===== src/rtl/gpu_pkg.sv =====
// Shared definitions for the CPU-side video memory port: memory map, register
// indices, pointer increment codes and the write-port sequencer states.
package gpu_pkg;

  localparam logic [13:0] TILE_BASE   = 14'h0000;
  localparam logic [13:0] TILE_LIMIT  = 14'h07FF;
  localparam logic [13:0] ATTR_BASE   = 14'h1000;
  localparam logic [13:0] ATTR_LIMIT  = 14'h1FFF;
  localparam logic [13:0] COLOR_BASE  = 14'h2000;
  localparam logic [13:0] COLOR_LIMIT = 14'h200F;

  localparam logic [1:0] REG_ADDR_LO = 2'd0;
  localparam logic [1:0] REG_ADDR_HI = 2'd1;
  localparam logic [1:0] REG_DATA    = 2'd2;
  localparam logic [1:0] REG_STATUS  = 2'd3;

  localparam logic [1:0] INCR_0     = 2'd0;
  localparam logic [1:0] INCR_1     = 2'd1;
  localparam logic [1:0] INCR_64    = 2'd2;
  localparam logic [1:0] INCR_1_ALT = 2'd3;

  typedef enum logic [1:0] {ST_IDLE, ST_WRITE, ST_RD_ISSUE, ST_RD_WAIT} wr_state_e;
  typedef enum logic [1:0] {RGN_NONE, RGN_TILE, RGN_ATTR, RGN_COLOR} region_e;

  typedef struct packed {
    region_e     region;
    logic [11:0] offset;
  } target_t;

  typedef struct packed {
    logic [13:0] addr;
    logic [7:0]  data;
  } wr_entry_t;

  function automatic target_t decode_target(input logic [13:0] addr);
    target_t t;
    t.region = RGN_NONE;
    t.offset = '0;
    if (addr <= TILE_LIMIT) begin
      t.region = RGN_TILE;
      t.offset = 12'(addr - TILE_BASE);
    end else if (addr >= ATTR_BASE && addr <= ATTR_LIMIT) begin
      t.region = RGN_ATTR;
      t.offset = 12'(addr - ATTR_BASE);
    end else if (addr >= COLOR_BASE && addr <= COLOR_LIMIT) begin
      t.region = RGN_COLOR;
      t.offset = 12'(addr - COLOR_BASE);
    end
    return t;
  endfunction

  function automatic logic [13:0] incr_step(input logic [1:0] code);
    logic [13:0] step;
    step = 14'd1;
    case (code)
      INCR_0:     step = 14'd0;
      INCR_1:     step = 14'd1;
      INCR_64:    step = 14'd64;
      INCR_1_ALT: step = 14'd1;
      default:    step = 14'd1;
    endcase
    return step;
  endfunction

endpackage


===== src/rtl/vram_wr_fifo.sv =====
// Small write-buffer FIFO; push and pop may happen in the same clock, and a
// push into a full FIFO is accepted only when a pop frees a slot that clock.
module vram_wr_fifo #(
  parameter int DEPTH = 4,
  parameter int WIDTH = 22
) (
  input  logic             clk,
  input  logic             rst,
  input  logic             push,
  input  logic [WIDTH-1:0] push_data,
  input  logic             pop,
  output logic [WIDTH-1:0] head,
  output logic             full,
  output logic             empty
);

  localparam int AW = (DEPTH > 1) ? $clog2(DEPTH) : 1;

  logic [WIDTH-1:0] mem_q [DEPTH];
  logic [AW-1:0]    wr_ptr_q, wr_ptr_d, rd_ptr_q, rd_ptr_d;
  logic [AW:0]      count_q, count_d;
  logic             push_ok, pop_ok;

  assign full  = (count_q == (AW+1)'(DEPTH));
  assign empty = (count_q == '0);
  assign head  = mem_q[rd_ptr_q];

  always_comb begin
    pop_ok   = pop & ~empty;
    push_ok  = push & (~full | pop_ok);
    wr_ptr_d = push_ok ? wr_ptr_q + AW'(1) : wr_ptr_q;
    rd_ptr_d = pop_ok  ? rd_ptr_q + AW'(1) : rd_ptr_q;
    count_d  = count_q + (AW+1)'(push_ok) - (AW+1)'(pop_ok);
  end

  // NOTE: sequential state is updated only with <= so every flop sees pre-edge values.
  always_ff @(posedge clk or negedge rst) begin
    if (!rst) begin
      wr_ptr_q <= '0;
      rd_ptr_q <= '0;
      count_q  <= '0;
    end else begin
      wr_ptr_q <= wr_ptr_d;
      rd_ptr_q <= rd_ptr_d;
      count_q  <= count_d;
    end
  end

  // NOTE: storage is deliberately not reset; an entry is only read after count marks it valid.
  always_ff @(posedge clk) begin
    if (push_ok) mem_q[wr_ptr_q] <= push_data;
  end

endmodule


===== src/rtl/vram_writer.sv =====
// CPU register port into the tile/attribute/colour memories: buffers writes in
// a FIFO, drains them through the write strobes and prefetches read-back data.
module vram_writer
  import gpu_pkg::*;
#(
  parameter int FIFO_DEPTH = 4
) (
  input  logic        clk,
  input  logic        rst,
  input  logic        cs,
  input  logic        we,
  input  logic [1:0]  reg_addr,
  input  logic [7:0]  cpu_wdata,
  output logic [7:0]  cpu_rdata,
  input  logic        write_allow,
  output logic [11:0] mem_addr,
  output logic [7:0]  mem_wdata,
  output logic        tile_we,
  output logic        attr_we,
  output logic        color_we,
  output logic        tile_re,
  output logic        attr_re,
  output logic        color_re,
  input  logic [7:0]  tile_rdata,
  input  logic [7:0]  attr_rdata,
  input  logic [7:0]  color_rdata
);

  wr_state_e   state_q, state_d;
  region_e     rd_region_q, rd_region_d;
  logic [13:0] ptr_q, ptr_d, step;
  logic [1:0]  incr_q, incr_d;
  logic [7:0]  buffer_q, buffer_d;
  logic        overflow_q, overflow_d, pending_q, pending_d, dirty_q, dirty_d;
  logic        acc_wr, acc_rd, push, pop, pend_set, fifo_full, fifo_empty;
  wr_entry_t   head, push_entry;
  target_t     wr_tgt, rd_tgt;

  vram_wr_fifo #(.DEPTH(FIFO_DEPTH), .WIDTH($bits(wr_entry_t))) u_fifo (
    .clk       (clk),
    .rst       (rst),
    .push      (push),
    .push_data (push_entry),
    .pop       (pop),
    .head      (head),
    .full      (fifo_full),
    .empty     (fifo_empty)
  );

  // NOTE: every signal written here gets a default first so no latch is inferred.
  always_comb begin
    acc_wr     = cs & we;
    acc_rd     = cs & ~we;
    step       = incr_step(incr_q);
    push       = acc_wr && (reg_addr == REG_DATA) && !fifo_full;
    push_entry = '{addr: ptr_q, data: cpu_wdata};
    pend_set   = (acc_wr && reg_addr == REG_ADDR_HI) || (acc_rd && reg_addr == REG_DATA);
    ptr_d      = ptr_q;
    incr_d     = incr_q;
    overflow_d = overflow_q;
    if (acc_wr) begin
      case (reg_addr)
        REG_ADDR_LO: ptr_d[7:0]  = cpu_wdata;
        REG_ADDR_HI: ptr_d[13:8] = cpu_wdata[5:0];
        REG_DATA: begin
          if (fifo_full) overflow_d = 1'b1;
          else           ptr_d      = ptr_q + step;
        end
        REG_STATUS:  incr_d = cpu_wdata[1:0];
        default: ;
      endcase
    end else if (acc_rd) begin
      if (reg_addr == REG_DATA)   ptr_d      = ptr_q + step;
      if (reg_addr == REG_STATUS) overflow_d = 1'b0;
    end
  end

  always_comb begin
    case (reg_addr)
      REG_ADDR_LO: cpu_rdata = ptr_q[7:0];
      REG_ADDR_HI: cpu_rdata = {2'b00, ptr_q[13:8]};
      REG_DATA:    cpu_rdata = buffer_q;
      default:     cpu_rdata = {4'b0000, overflow_q, pending_q, fifo_empty, fifo_full};
    endcase
  end

  always_comb begin
    state_d     = state_q;
    pending_d   = pending_q | pend_set;
    dirty_d     = dirty_q;
    buffer_d    = buffer_q;
    rd_region_d = rd_region_q;
    pop         = 1'b0;
    mem_addr    = '0;
    mem_wdata   = '0;
    {tile_we, attr_we, color_we, tile_re, attr_re, color_re} = '0;
    wr_tgt      = decode_target(head.addr);
    rd_tgt      = decode_target(ptr_q);
    case (state_q)
      ST_IDLE: begin
        dirty_d = 1'b0;
        if (!fifo_empty && write_allow)  state_d = ST_WRITE;
        else if (pending_q && fifo_empty) state_d = ST_RD_ISSUE;
      end
      ST_WRITE: begin
        pop      = 1'b1;
        mem_addr = wr_tgt.offset;
        if (wr_tgt.region != RGN_NONE) mem_wdata = head.data;
        tile_we  = (wr_tgt.region == RGN_TILE);
        attr_we  = (wr_tgt.region == RGN_ATTR);
        color_we = (wr_tgt.region == RGN_COLOR);
        state_d  = ST_IDLE;
      end
      ST_RD_ISSUE: begin
        dirty_d     = dirty_q | pend_set;
        rd_region_d = rd_tgt.region;
        mem_addr    = rd_tgt.offset;
        tile_re     = (rd_tgt.region == RGN_TILE);
        attr_re     = (rd_tgt.region == RGN_ATTR);
        color_re    = (rd_tgt.region == RGN_COLOR);
        state_d     = ST_RD_WAIT;
      end
      ST_RD_WAIT: begin
        dirty_d = dirty_q | pend_set;
        // A pointer move since issue makes this capture stale; keep pending and reissue.
        if (!(dirty_q | pend_set)) begin
          pending_d = 1'b0;
          case (rd_region_q)
            RGN_TILE:  buffer_d = tile_rdata;
            RGN_ATTR:  buffer_d = attr_rdata;
            RGN_COLOR: buffer_d = color_rdata;
            default:   buffer_d = 8'h00;
          endcase
        end
        state_d = ST_IDLE;
      end
      default: state_d = ST_IDLE;
    endcase
  end

  always_ff @(posedge clk or negedge rst) begin
    if (!rst) begin
      state_q     <= ST_IDLE;
      rd_region_q <= RGN_NONE;
      ptr_q       <= '0;
      incr_q      <= INCR_1;
      buffer_q    <= '0;
      overflow_q  <= 1'b0;
      pending_q   <= 1'b0;
      dirty_q     <= 1'b0;
    end else begin
      state_q     <= state_d;
      rd_region_q <= rd_region_d;
      ptr_q       <= ptr_d;
      incr_q      <= incr_d;
      buffer_q    <= buffer_d;
      overflow_q  <= overflow_d;
      pending_q   <= pending_d;
      dirty_q     <= dirty_d;
    end
  end

endmodule

===== config.mk =====
export PLATFORM = sky130hd
export DESIGN_NAME = vram_writer
export DESIGN_NICKNAME = d
export VERILOG_FILES = /design/src/rtl/gpu_pkg.sv /design/src/rtl/vram_wr_fifo.sv /design/src/rtl/vram_writer.sv
export SDC_FILE = /design/constraint.sdc
export NUM_CORES = 1
export LEC_CHECK = 0
export ABC_AREA = 1
export BUFFER_PORTS_ARGS = -buffer_cell sky130_fd_sc_hd__buf_2
export CORE_ASPECT_RATIO = 1.1
export CORE_MARGIN = 4
export CORE_UTILIZATION = 30
export DETAILED_ROUTE_END_ITERATION = 10
export PLACE_DENSITY = 0.48
export SLEW_MARGIN = 20
export SYNTH_ARGS = -nofsm -noshare
export SYNTH_HDL_FRONTEND = slang
export SYNTH_SLANG_ARGS = --single-unit

===== constraint.sdc =====
create_clock -name clk -period 2.8 [get_ports clk]
set_input_delay 0.56 -clock clk [delete_from_list [all_inputs] [get_ports clk]]
set_output_delay 0.56 -clock clk [all_outputs]
set_load 0.05 [all_outputs]

=== After elaboration in Yosys (flattened, before gate mapping) ===
Memories as Yosys holds them, arrays and structs flattened.
Index checks and enable logic that the tools add are counted.

* Flip-flop bits (word level): 38
* Memory bits (writable): 88
* Input port bits: 39
* Word-level logic and storage cells: 136
* Memories: 1

* Add/sub/neg operators: 9
* Order comparisons: 10
* Equal/unequal tests: 23
* Multiplexer cells: 38
* Bitwise gates (word level): 11
* Reductions and logical operators: 32

{| class="wikitable"
|+ Memories
! name !! depth !! width !! rd ports !! clocked after memory_dff !! write ports !! line !! RTL
|-
| u_fifo.mem_q || 4 || 22 || 1 || 0 || 1 || vram_wr_fifo.sv:19 || <nowiki>logic [WIDTH-1:0] mem_q [DEPTH];</nowiki>
|}

{| class="wikitable"
|+ Operators with widths
! operator !! number
|-
| 2-to-1 mux 14 bit || 10
|-
| one-hot mux 8 bit (3 select lines) || 2
|-
| subtractor 12 x 1 -> 12 bit (second input constant) || 4
|-
| one-hot mux 14 bit (3 select lines) || 1
|-
| greater-or-equal comparator 14 x 13 -> 1 bit (second input constant) || 2
|-
| greater-or-equal comparator 14 bit (second input constant) || 2
|-
| <= comparator 14 x 11 -> 1 bit (second input constant) || 2
|-
| <= comparator 14 x 13 -> 1 bit (second input constant) || 2
|-
| <= comparator 14 bit (second input constant) || 2
|-
| == test 2 bit (second input constant) || 12
|-
| one-hot mux 12 bit (2 select lines) || 1
|-
| 2-to-1 mux 1 bit || 16
|-
| 2-to-1 mux 8 bit || 2
|-
| one-hot mux 8 bit (2 select lines) || 1
|-
| adder 14 bit || 1
|-
| nonzero test 2 bit || 7
|-
| == test 2 x 1 -> 1 bit (second input constant) || 6
|-
| one-hot mux 6 bit (2 select lines) || 1
|-
| AND reduction 4 bit || 3
|-
| logical AND 1 bit || 10
|-
| logical NOT 2 bit || 3
|-
| != test 3 bit (second input constant) || 2
|-
| one-hot mux 2 bit (3 select lines) || 1
|-
| OR reduction 2 bit || 3
|-
| other kinds (14) || 27
|}

=== Logic depth before layout (Yosys ltp) ===
Gate-level depths: netlist of the first run.
An unclocked memory read counts as a cell.

* Depth in word-level cells: 9
* Depth in mapped cells: 12
* Mapped depth without buffers: 12

=== Modules after synthesis ===
From an unflattened synthesis of the first run, not the netlist that was laid out.

* Cells, all modules: 726
* Area, all modules: 6471.2 µm²

{| class="wikitable"
|+ Modules (own cells, without submodules)
! module !! instances !! cells an instance !! area an instance (µm²)
|-
| vram_wr_fifo || 1 || 288 || 3748.6
|-
| vram_writer || 1 || 438 || 2722.6
|}

=== Worst setup path before layout of the first run ===
OpenSTA, ideal clock, no wires.

* Path kind: register to output
* Start point: register u_fifo.rd_ptr_q[0]
* End point: output port mem_wdata[0]
* Arrival time: 2068 ps
* Slack: 172 ps
* Cell stages (with the launch flop): 12
* Cell sequence: dfrtp_1 -> buf_6 -> buf_6 -> nand2_1 -> nand3_1 -> nand2_1 -> nand2_1 -> nor2_2 -> nand3_2 -> nand3_2 -> nand2_2 -> a21oi_1

* Word-level cells in the longest chain between the ends: 9
* Elaborated cells on any way between the ends: 14
* Those cells by class: order compare (5); mux (5); reduce/logical (3); memory (1)

{| class="wikitable"
|+ RTL lines
! item !! line !! RTL
|-
| start: declaration || vram_wr_fifo.sv:20 || <nowiki>logic [AW-1:0] wr_ptr_q, wr_ptr_d, rd_ptr_q, rd_ptr_d;</nowiki>
|-
| start signal: assignment || vram_wr_fifo.sv:44 || <nowiki>rd_ptr_q <= rd_ptr_d;</nowiki>
|-
| memory read (4 x 22 bit) (*) || -- ||
|-
| greater-or-equal comparator 14 bit / <= comparator 14 bit (equally long branches) || gpu_pkg.sv:45 || <nowiki>end else if (addr >= COLOR_BASE && addr <= COLOR_LIMIT) begin</nowiki>
|-
| logical AND 1 bit || gpu_pkg.sv:45 ||
|-
| 2-to-1 mux 14 bit || gpu_pkg.sv:45 ||
|-
| 2-to-1 mux 14 bit || gpu_pkg.sv:42 || <nowiki>end else if (addr >= ATTR_BASE && addr <= ATTR_LIMIT) begin</nowiki>
|-
| 2-to-1 mux 14 bit || gpu_pkg.sv:39 || <nowiki>if (addr <= TILE_LIMIT) begin</nowiki>
|-
| nonzero test 2 bit || vram_writer.sv:108 || <nowiki>if (wr_tgt.region != RGN_NONE) mem_wdata = head.data;</nowiki>
|-
| 2-to-1 mux 8 bit (*) || vram_writer.sv:108 ||
|-
| 2-to-1 mux 8 bit (*) || vram_writer.sv:99 || <nowiki>case (state_q)</nowiki>
|-
| end: declaration || vram_writer.sv:17 || <nowiki>output logic [7:0] mem_wdata,</nowiki>
|}

Mark *: on every way between the ends. The rest lies on a longest branch, timed or not.

=== Worst setup path in the final report of the first run ===
* Start point: register u_fifo.rd_ptr_q[0]
* End point: output port mem_addr[9]

* Word-level cells in the longest chain between the ends: 7
* Elaborated cells on any way between the ends: 14
* Those cells by class: add/sub (2); order compare (5); mux (4); reduce/logical (2); memory (1)

{| class="wikitable"
|+ RTL lines
! item !! line !! RTL
|-
| memory read (4 x 22 bit) (*) || -- ||
|-
| greater-or-equal comparator 14 bit / <= comparator 14 bit (equally long branches) || gpu_pkg.sv:45 ||
|-
| logical AND 1 bit || gpu_pkg.sv:45 ||
|-
| 2-to-1 mux 14 bit || gpu_pkg.sv:45 ||
|-
| 2-to-1 mux 14 bit || gpu_pkg.sv:42 ||
|-
| 2-to-1 mux 14 bit (*) || gpu_pkg.sv:39 ||
|-
| one-hot mux 12 bit (2 select lines) (*) || vram_writer.sv:99 ||
|-
| end: declaration || vram_writer.sv:16 || <nowiki>output logic [11:0] mem_addr,</nowiki>
|}

Marks and branches as above.

==> key figures, run 1 <==
Run status
  – Outcome: finished with violations
  – Failing checks: negative setup slack

Die
  – Row count: between 50 and 60
  – Die area: ~23,000 sq um
  – Initial core utilization: between 30 and 40%
  – Boundary Pins: 73
  – Die Wd: approximately 150 um
  – Core ar.: roughly 21,000 sq um
  – Die Height: between 150 and 200 um

Cells and area
  – Share of layout cells above drive strength 1: 29.38%
  – Area added between synthesis and finish: 30.82%
  – Fin util: about two fifths
  – Antenna Cells: 0
  – Layout Nets: 851

Run
  – Max_cap viols: 0

Worst setup path
  – Top delay family on crit path: simple AND/OR/NAND/NOR gates
  – Crit-path cells: buf_12 -> nand2_1 -> nand3_2 -> nand2_2 -> nand2_2 -> nor2_4 -> nand3_4 -> nand3_4 -> buf_8 -> nand2_1 -> a21oi_2 -> buf_6
  – Critical path fanouts, max: 7
  – Buf/Inv on CP: 3
  – Critical path's largest stage delay: roughly 530 ps
  – CP Launch Type: flop
  – Critical path capture point type: output port
  – Critical path's slowest cell: dfrtp_2
  – Critical path data arrival time: 2320 ps
  – Worst setup path class: reg2out
  – Worst path required time: roughly 2200 ps

CTS
  – Clk root buf: clkbuf_16
  – Clock sink count: ~130
  – Clock transition at path regs: 50 ps
  – CTS tree: yes
  – Clock Latency Late Sink: 420 ps
  – Htree depth: 4
  – CTS Buf Count: 17
  – Max Buffers Root-to-Sink: 2

Global routing
  – Vias in the first global route: roughly 5,000
  – GRT Overall Usage: between 10% and 20%
  – Largest net degree at the start of global routing: 39
  – Initial antenna violation count: 0
  – First-pass GRT wire length: approximately 27,000 um
  – Grt total ovfl: 0

Yosys
  – Cells after Synth: between 600 and 700
  – Top FF cell, synth: edfxtp_1
  – Register bit total from synthesis: roughly 130
  – Post-synthesis adder-cell area fraction: under 10%
  – Netlist Area Pre-Place: 6330 sq um
  – Sequential fraction of the synthesis area: approximately 57%
  – Synth Area in Compound Gates: between 10% and 20%
  – Combinational family with the most area after synthesis: simple AND/OR/NAND/NOR gates
  – Post-synth EDFFs: around 90
  – Yosys Warn Count: 0
  – Synth Area in Simple Gates: about a fifth
  – Synthesized net count: 734
  – Synth cell types: between 40 and 50
  – Mux cell area share after synthesis: less than 1%
  – Async S/R FF share, synth: 30.16%
  – Avg Cell Area, Syn: between 9 and 10 sq um
  – XOR/XNOR Fraction of Synth Area: 1.107%

STA
  – Fin. Hold Viols: 0
  – Slew Limit Fails: 0
  – Tmin final: between 2000 and 3000 ps
  – Final setup margin: -84.72 ps
  – Clock Skew: between 4 and 5 ps
  – Slew margin rel.: approximately 37%
  – Worst slew pin tran: ~940 ps
  – Achievable frequency: around 0.35 GHz
  – Finish-stage setup viols: 16
  – Final period utilization: 103.0%
  – RSZ-0062 raised after global routing: true

Place
  – Port bufs: 72
  – DPL Wire Length: between 10,000 and 15,000 um
  – Placer Congestion: between 0.8 and 0.9
  – DP Worst Slack: 187.5 ps

Worst hold path
  – Worst Hold Class: in2async

Route
  – Routed Antenna Nets: 0
  – Vias per cell: 4.720
  – Final WL: about 17,000 um
  – DRC violations left: 0
  – First drt pass iteration count: 5
  – Vias: 5,031
  – Initial DRC count: between 200 and 300
  – Routed len/inst: about 16 um

Power and ir drop
  – Pwr per Cell Area: 1078 nW/um^2
  – Peak supply drop: around 0.43 mV
  – P_leak: between 0.003 and 0.004 uW
[stage by stage]
stage	total power [uW]	hold WS, ps	setup TNS (ps)	cells	cell area, sq um
floorplan	5029	264.4	0	680	6330
global placement	6096	522.7	0	1020	7183
detailed placement	6085	514.9	0	1020	7183
CTS	8512	315.2	-421.5	1054	7928
global route	9509	362.7	-2877	1066	8280
finish	8924	293.8	-859.5	1066	8280
[logic make-up (layout without fill, tap and decap cells)]
kind of cell,count (synthesis),in the layout
AND/OR/NAND/NOR,304,304
flip-flops,126,126
AO/OA/AOI/OAI,123,123
buffers and inverters,103,233
adder cells (fa/ha/maj),15,15
XOR/XNOR,8,8
multiplexers,1,1
[final cells by class]
| class | count | area (sq um) |
|---|---|---|
| clock buffers | 18 | 429.2 |
| clock inverters | 14 | 167.7 |
| fillers | 2045 | 12360 |
| inverters | 80 | 310.3 |
| multi-input cells | 451 | 2519 |
| flip-flops and latches | 126 | 3596 |
| well taps | 256 | 320.3 |
| repair buffers | 120 | 932.1 |
| repair inverters | 1 | 6.256 |
[metal layers]
layer | share of wire, % | GRT usage (%) | up-vias
li1 | - | - | 2516
met1 | 45 | 18.36 | 2381
met2 | 49 | 25.12 | 106
met3 | 3.7 | 3.188 | 28
met4 | 2.1 | 4.662 | 0
met5 | 0 | 0 | -
[synth_stat cells, types with 3 or more instances]
master,count,share of area (%)
dfrtp_1,37,15
a31oi_1,4,0.40
clkbuf_1,7,0.42
inv_2,5,0.30
buf_2,8,0.63
o2bb2ai_1,6,0.83
nor3_1,3,0.24
nand4_1,3,0.30
nand3_1,49,3.9
a21oi_2,10,1.4
nor2_1,99,5.9
ha_1,14,2.8
edfxtp_1,88,42
o22ai_1,8,0.79
o21ai_0,58,4.6
buf_6,4,0.71
inv_1,75,4.4
nand2_2,13,1.3
a21oi_1,26,2.1
xor2_1,6,0.83
nand2_1,128,7.6
[state kept, by name (all words and copies together) (netlist names)]
signal and flops:
u_fifo.mem_q 88, ptr_q 14, buffer_q 8, u_fifo.count_q 3, incr_q 2, rd_region_q 2, state_q 2, u_fifo.rd_ptr_q 2
u_fifo.wr_ptr_q 2, dirty_q 1, overflow_q 1, pending_q 1
[where the power goes]
group,internal [uW],switching [uW]
clock network,1390,807
registers,2340,268
logic,1470,2640
[worst reg2reg max path, stage by stage, from the launching register on]
cell and delay [ps]:
dfstp_2 540, nor2_1 70, ha_1 330, nand4_1 100, o21ai_0 460, nand2_1 90, nor2_1 330, nand2_1 90
nand2_1 70, nand3_1 60, nand2_1 80, nand2_1 40
[path summary, 6_finish.rpt]
kind | from | end | slack (ps) | depth (start not counted)
setup / recovery | u_fifo.rd_ptr_q[0]$_DFFE_PN0P_ | mem_addr[9] | -80 | 12
hold / removal | rst | rd_region_q[0]$_DFFE_PN0P_ | 290 | 1
setup reg to reg | incr_q[0]$_DFFE_PN1P_ | ptr_q[11]$_DFFE_PN0P_ | 410 | 11
hold reg to reg | u_fifo.wr_ptr_q[0]$_DFFE_PN0P_ | u_fifo.wr_ptr_q[0]$_DFFE_PN0P_ | 530 | 1
max in group asynchronous | rst | u_fifo.rd_ptr_q[0]$_DFFE_PN0P_ | 1860 | 1
min in group clk | cpu_wdata[3] | u_fifo.mem_q[0][3]$_DFFE_PP_ | 400 | 1
[timing repair]
item	in CTS	in global routing
setup endpoints to repair	20	22
gates cloned	0	2
resized for setup	43	64
buffers inserted	2	10
hold buffers	0	0
pin swaps	0	4
[cells in the final DEF (no fill, tap or decap), drive strengths merged, types with 4 or more instances in the layout]
| master | instances |
|---|---|
| nand2 | 141 |
| buf | 119 |
| nor2 | 103 |
| edfxtp | 88 |
| inv | 82 |
| o21ai | 59 |
| nand3 | 51 |
| dfrtp | 37 |
| a21oi | 36 |
| clkbuf | 19 |
| ha | 14 |
| o22ai | 8 |
| xor2 | 6 |
| o2bb2ai | 6 |
| clkinv | 6 |
| a31oi | 4 |
| clkinvlp | 4 |
(Power assumes the default switching activity.)
==> run 2, diff against run 1 <==
--- a/config.mk
+++ b/config.mk
@@ -5,13 +5,15 @@
 export SDC_FILE = /design/constraint.sdc
 export NUM_CORES = 1
 export LEC_CHECK = 0
-export ABC_AREA = 1
+export ABC_AREA = 0
 export BUFFER_PORTS_ARGS = -buffer_cell sky130_fd_sc_hd__buf_2
 export CORE_ASPECT_RATIO = 1.1
 export CORE_MARGIN = 4
 export CORE_UTILIZATION = 30
+export CTS_CLUSTER_DIAMETER = 50
 export DETAILED_ROUTE_END_ITERATION = 10
 export PLACE_DENSITY = 0.48
+export REMOVE_ABC_BUFFERS = 1
 export SLEW_MARGIN = 20
 export SYNTH_ARGS = -nofsm -noshare
 export SYNTH_HDL_FRONTEND = slang
==> key figures, run 2 <==
Yosys
  – Netlist Area Pre-Place: 6060 sq um (-4.3%)
  – Async S/R FF share, synth: 30.16% (unchanged)
  – Yosys Warn Count: 0 (unchanged)
  – Top FF cell, synth: edfxtp_1
  – Synth cell types: 61 (+49%)
  – Synth top area cells: edfxtp_1 44%, dfrtp_1 15%, mux4_2 7.1%
  – Share of the synthesized area in the top cell type: 43.61% (+1.9 points)
  – Avg Cell Area, Syn: 14.19 sq um (+52%)
  – Cell taking the most area after synthesis: edfxtp_1
  – Cells after Synth: 427 (-37%)
  – Synth cell count leaders: 88 x edfxtp_1, 37 x dfrtp_1, 29 x nor2_1, 25 x nand2_1, 19 x mux4_2
  – Count leader, synth: edfxtp_1
  – Sequential fraction of the synthesis area: 59.32% (+2.5 points)
  – Post-synth EDFFs: 88 (unchanged)
  – Register bit total from synthesis: 126 (unchanged)

Place
  – Placer Congestion: 0.7868 (-5.9%)
  – Port bufs: 72 (unchanged)
  – DP Worst Slack: -353.3 ps (-540.8 ps)
  – Dpl cells: 761 (-25%)
  – DPL Wire Length: 10,530 um (-13%)

Cells and area
  – Most frequent cells in the layout: 88 x edfxtp_1, 49 x buf_2, 37 x dfrtp_1
  – Post-Layout Cell Count: 805 (-24%)
  – Max reg flops: 88 (unchanged)
  – Most flops, register: u_fifo.mem_q
  – Layout Nets: 594 (-30%)
  – Antenna Cells: 0 (unchanged)
  – Biggest regs: u_fifo.mem_q: 88 flops, ptr_q: 14 flops, buffer_q: 8 flops
  – Commonest non-fill, non-tap cell in the layout: edfxtp_1
  – Share of layout cells above drive strength 1: 37.97% (+8.6 points)
  – Fillcell total: 1,891 (-7.5%)
  – Area added between synthesis and finish: 29.73%

Worst setup path
  – Worst path required time: 2240 ps (about the same)
  – Critical path data arrival time: 2840 ps (+520 ps)
  – R2R cell count: 12 (+1)
  – CP Launch Type: flop
  – Worst setup path class: reg2out
  – Critical path fanouts, max: 6 (-1)
  – Critical path capture point type: output port

STA
  – Finish-stage setup viols: 23 (+7)
  – Final setup margin: -597.0 ps (-512.3 ps)
  – Fin. Hold Viols: 0 (unchanged)
  – Clock Skew: 4.667 ps (-0.2563 ps)
  – Final period utilization: 121.3% (+18 points)
  – Worst slew pin tran: 927.8 ps (-15.56 ps)
  – Tmin final: 3397 ps (+512.3 ps)
  – Achievable frequency: 0.2944 GHz (-15%)
  – RSZ-0062 raised after global routing: true
  – Slew margin rel.: 38.14% (+1.0 points)
  – Slew Limit Fails: 0 (unchanged)

Global routing
  – Vias in the first global route: 4,222 (-14%)
  – Largest net degree at the start of global routing: 39 (unchanged)
  – Grt total ovfl: 0 (unchanged)
  – First-pass GRT wire length: 24,210 um (-9.1%)
  – GRT Overall Usage: 14.47% (-0.13 points)
  – Initial antenna violation count: 0 (unchanged)

Die
  – Die Height: 157.1 um (-2.0%)
  – Row count: 54 (-1.8%)
  – Core ar.: 19,860 sq um (-3.8%)
  – Initial core utilization: 30.51% (-0.16 points)
  – Die Wd: 143.5 um (-2.0%)
  – Boundary Pins: 73 (unchanged)
  – Die area: 22,540 sq um (-4.0%)

Power and ir drop
  – Clk network pwr share: 26.0% (+1.3 points)
  – Peak supply drop: 0.4542 mV (+6.4%)
  – Pwr per Cell Area: 1060 nW/um^2 (-1.7%)
  – Reg power frac: 32.4% (+3.2 points)
  – NetSw: 2977 uW (-20%)
  – P_leak: 0.003029 uW (-14%)
  – Sw Share: 35.73% (-5.9 points)
  – Internal power: 5353 uW (+2.9%)
  – Logic gate share of total power: 41.6% (-4.5 points)

Route
  – Initial DRC count: 170 (-42%)
  – Highest Signal Layer: met4
  – Met3 wire length: 734 um (+15%)
  – Final WL: 15,440 um (-11%)
  – Vias per cell: 4.970 (+5.3%)
  – DRC violations left: 0 (unchanged)
  – Metal-1 WL: 6751 um (-13%)
  – Routed Antenna Nets: 0 (unchanged)
  – First drt pass iteration count: 4 (-1)
  – WL met2: 7727 um (-9.4%)
  – Vias: 4,001 (-20%)
  – Routed len/inst: 19.18 um (+18%)

Worst hold path
  – Worst Hold Class: in2async

Run status
  – Outcome: finished with violations
  – Failing checks: negative setup slack

CTS
  – Htree depth: 4 (unchanged)
  – Clock Latency Late Sink: 420 ps (about the same)
  – Clock transition at path regs: 50 ps (about the same)
  – Number of hold-repair buffers added at the cts stage: 0 (unchanged)
  – CTS Buf Count: 17 (unchanged)
  – Clock sink count: 126 (unchanged)
  – Clk root buf: clkbuf_16
  – Max Buffers Root-to-Sink: 2 (unchanged)
  – CTS tree: yes

Run
  – Max_cap viols: 0 (unchanged)
==> run 2: cell count changes in the layout (fill, tap and decap cells not counted), sizes merged, moves of 18 or more <==
| cell | delta |
|---|---|
| nand3 | -44 |
| mux4 | +26 |
| inv | -69 |
| nor2b | +18 |
| o21ai | -43 |
| nor2 | -72 |
| nand2 | -116 |
| a21oi | -22 |
==> run 2: layout make-up <==
cell class / instances / area [sq um] / area share, %
inverters: 13 / 48.80 / 0.6207
well taps: 252 / 315.3 / 4.011
flip-flops and latches: 126 / 3595 / 45.73
repair buffers: 119 / 992.2 / 12.62
multi-input cells: 263 / 2330 / 29.64
clock inverters: 13 / 147.6 / 1.878
clock buffers: 19 / 432.9 / 5.507
==> run 2: final timing paths <==
path	slack (ps)	to	from
setup reg to reg	390	u_fifo.count_q[2]$_DFF_PN0_	state_q[1]$_DFFE_PN0P_
hold reg to reg	490	dirty_q$_DFFE_PN0P_	dirty_q$_DFFE_PN0P_
max in group asynchronous	1940	ptr_q[11]$_DFFE_PN0P_	rst
hold / removal	270	state_q[0]$_DFFE_PN0P_	rst
setup / recovery	-600	mem_wdata[0]	u_fifo.rd_ptr_q[0]$_DFFE_PN0P_
min in group clk	390	u_fifo.mem_q[1][4]$_DFFE_PP_	cpu_wdata[4]
==> run 2: power groups by stage <==
stage	Sequential, uW	Combinational (uW)	Clock, uW
2_1_floorplan	2820	1880	0
3_3_place_gp	2730	3110	0
3_5_place_dp	2740	3160	0
4_1_cts	2700	3420	2200
5_1_grt	2750	3790	2300
6_report	2700	3460	2170
==> run 2: layer usage <==
| metal | global-route usage (%) | vias up |
|---|---|---|
| met1 | 18.93 | 2009 |
| met2 | 23.93 | 110 |
| met4 | 4.843 | 0 |
| met5 | 0 | - |
| li1 | - | 1867 |
| met3 | 3.191 | 15 |
==> run 2: timing repair <==
action / in CTS / in global routing
setup endpoints to repair: 23 / 24
buffers inserted: 5 / 6
cloned: 1 / 0
pin swaps: 4 / 5
resized for setup: 58 / 10
==> run 2: cells by family (layout without fill, tap and decap cells) <==
kind of cell               after synthesis  after routing  share of synthesized area [%]
AOI/OAI and AO/OA                       80             80                          9.437
xor gates and xnor gates                 6              6                         0.8672
adders and majority gates               15             15                          3.221
buffers and inverters                   39            164                          2.994
DFF                                    126            126                          59.32
muxes                                   48             48                          14.10
and+or+nand+nor                        113            114                          10.06
==> run 2: stage by stage <==
| step | hold slack [ps] | setup TNS [ps] | power (uW) | area (sq um) | util (%) |
|---|---|---|---|---|---|
| 2_1_floorplan | 264.4 | -26110 | 4702 | 5927 | - |
| 3_3_place_gp | 473.4 | -3193 | 5835 | 6973 | 35.10 |
| 3_5_place_dp | 488.2 | -3497 | 5903 | 6973 | 35.10 |
| 4_1_cts | 310.9 | -9294 | 8323 | 7785 | 39.19 |
| 5_1_grt | 352.8 | -12390 | 8838 | 7861 | 39.58 |
| 6_report | 271.9 | -9680 | 8330 | 7861 | 39.58 |
==> run 2: worst max-delay path: stages (launching register included) <==
cell	delay, ps
dfrtp_1	390
buf_12	140
buf_12	100
mux4_2	500
or4b_4	540
nor3_4	160
buf_12	140
nor2_4	60
and2b_1	210
buf_6	150
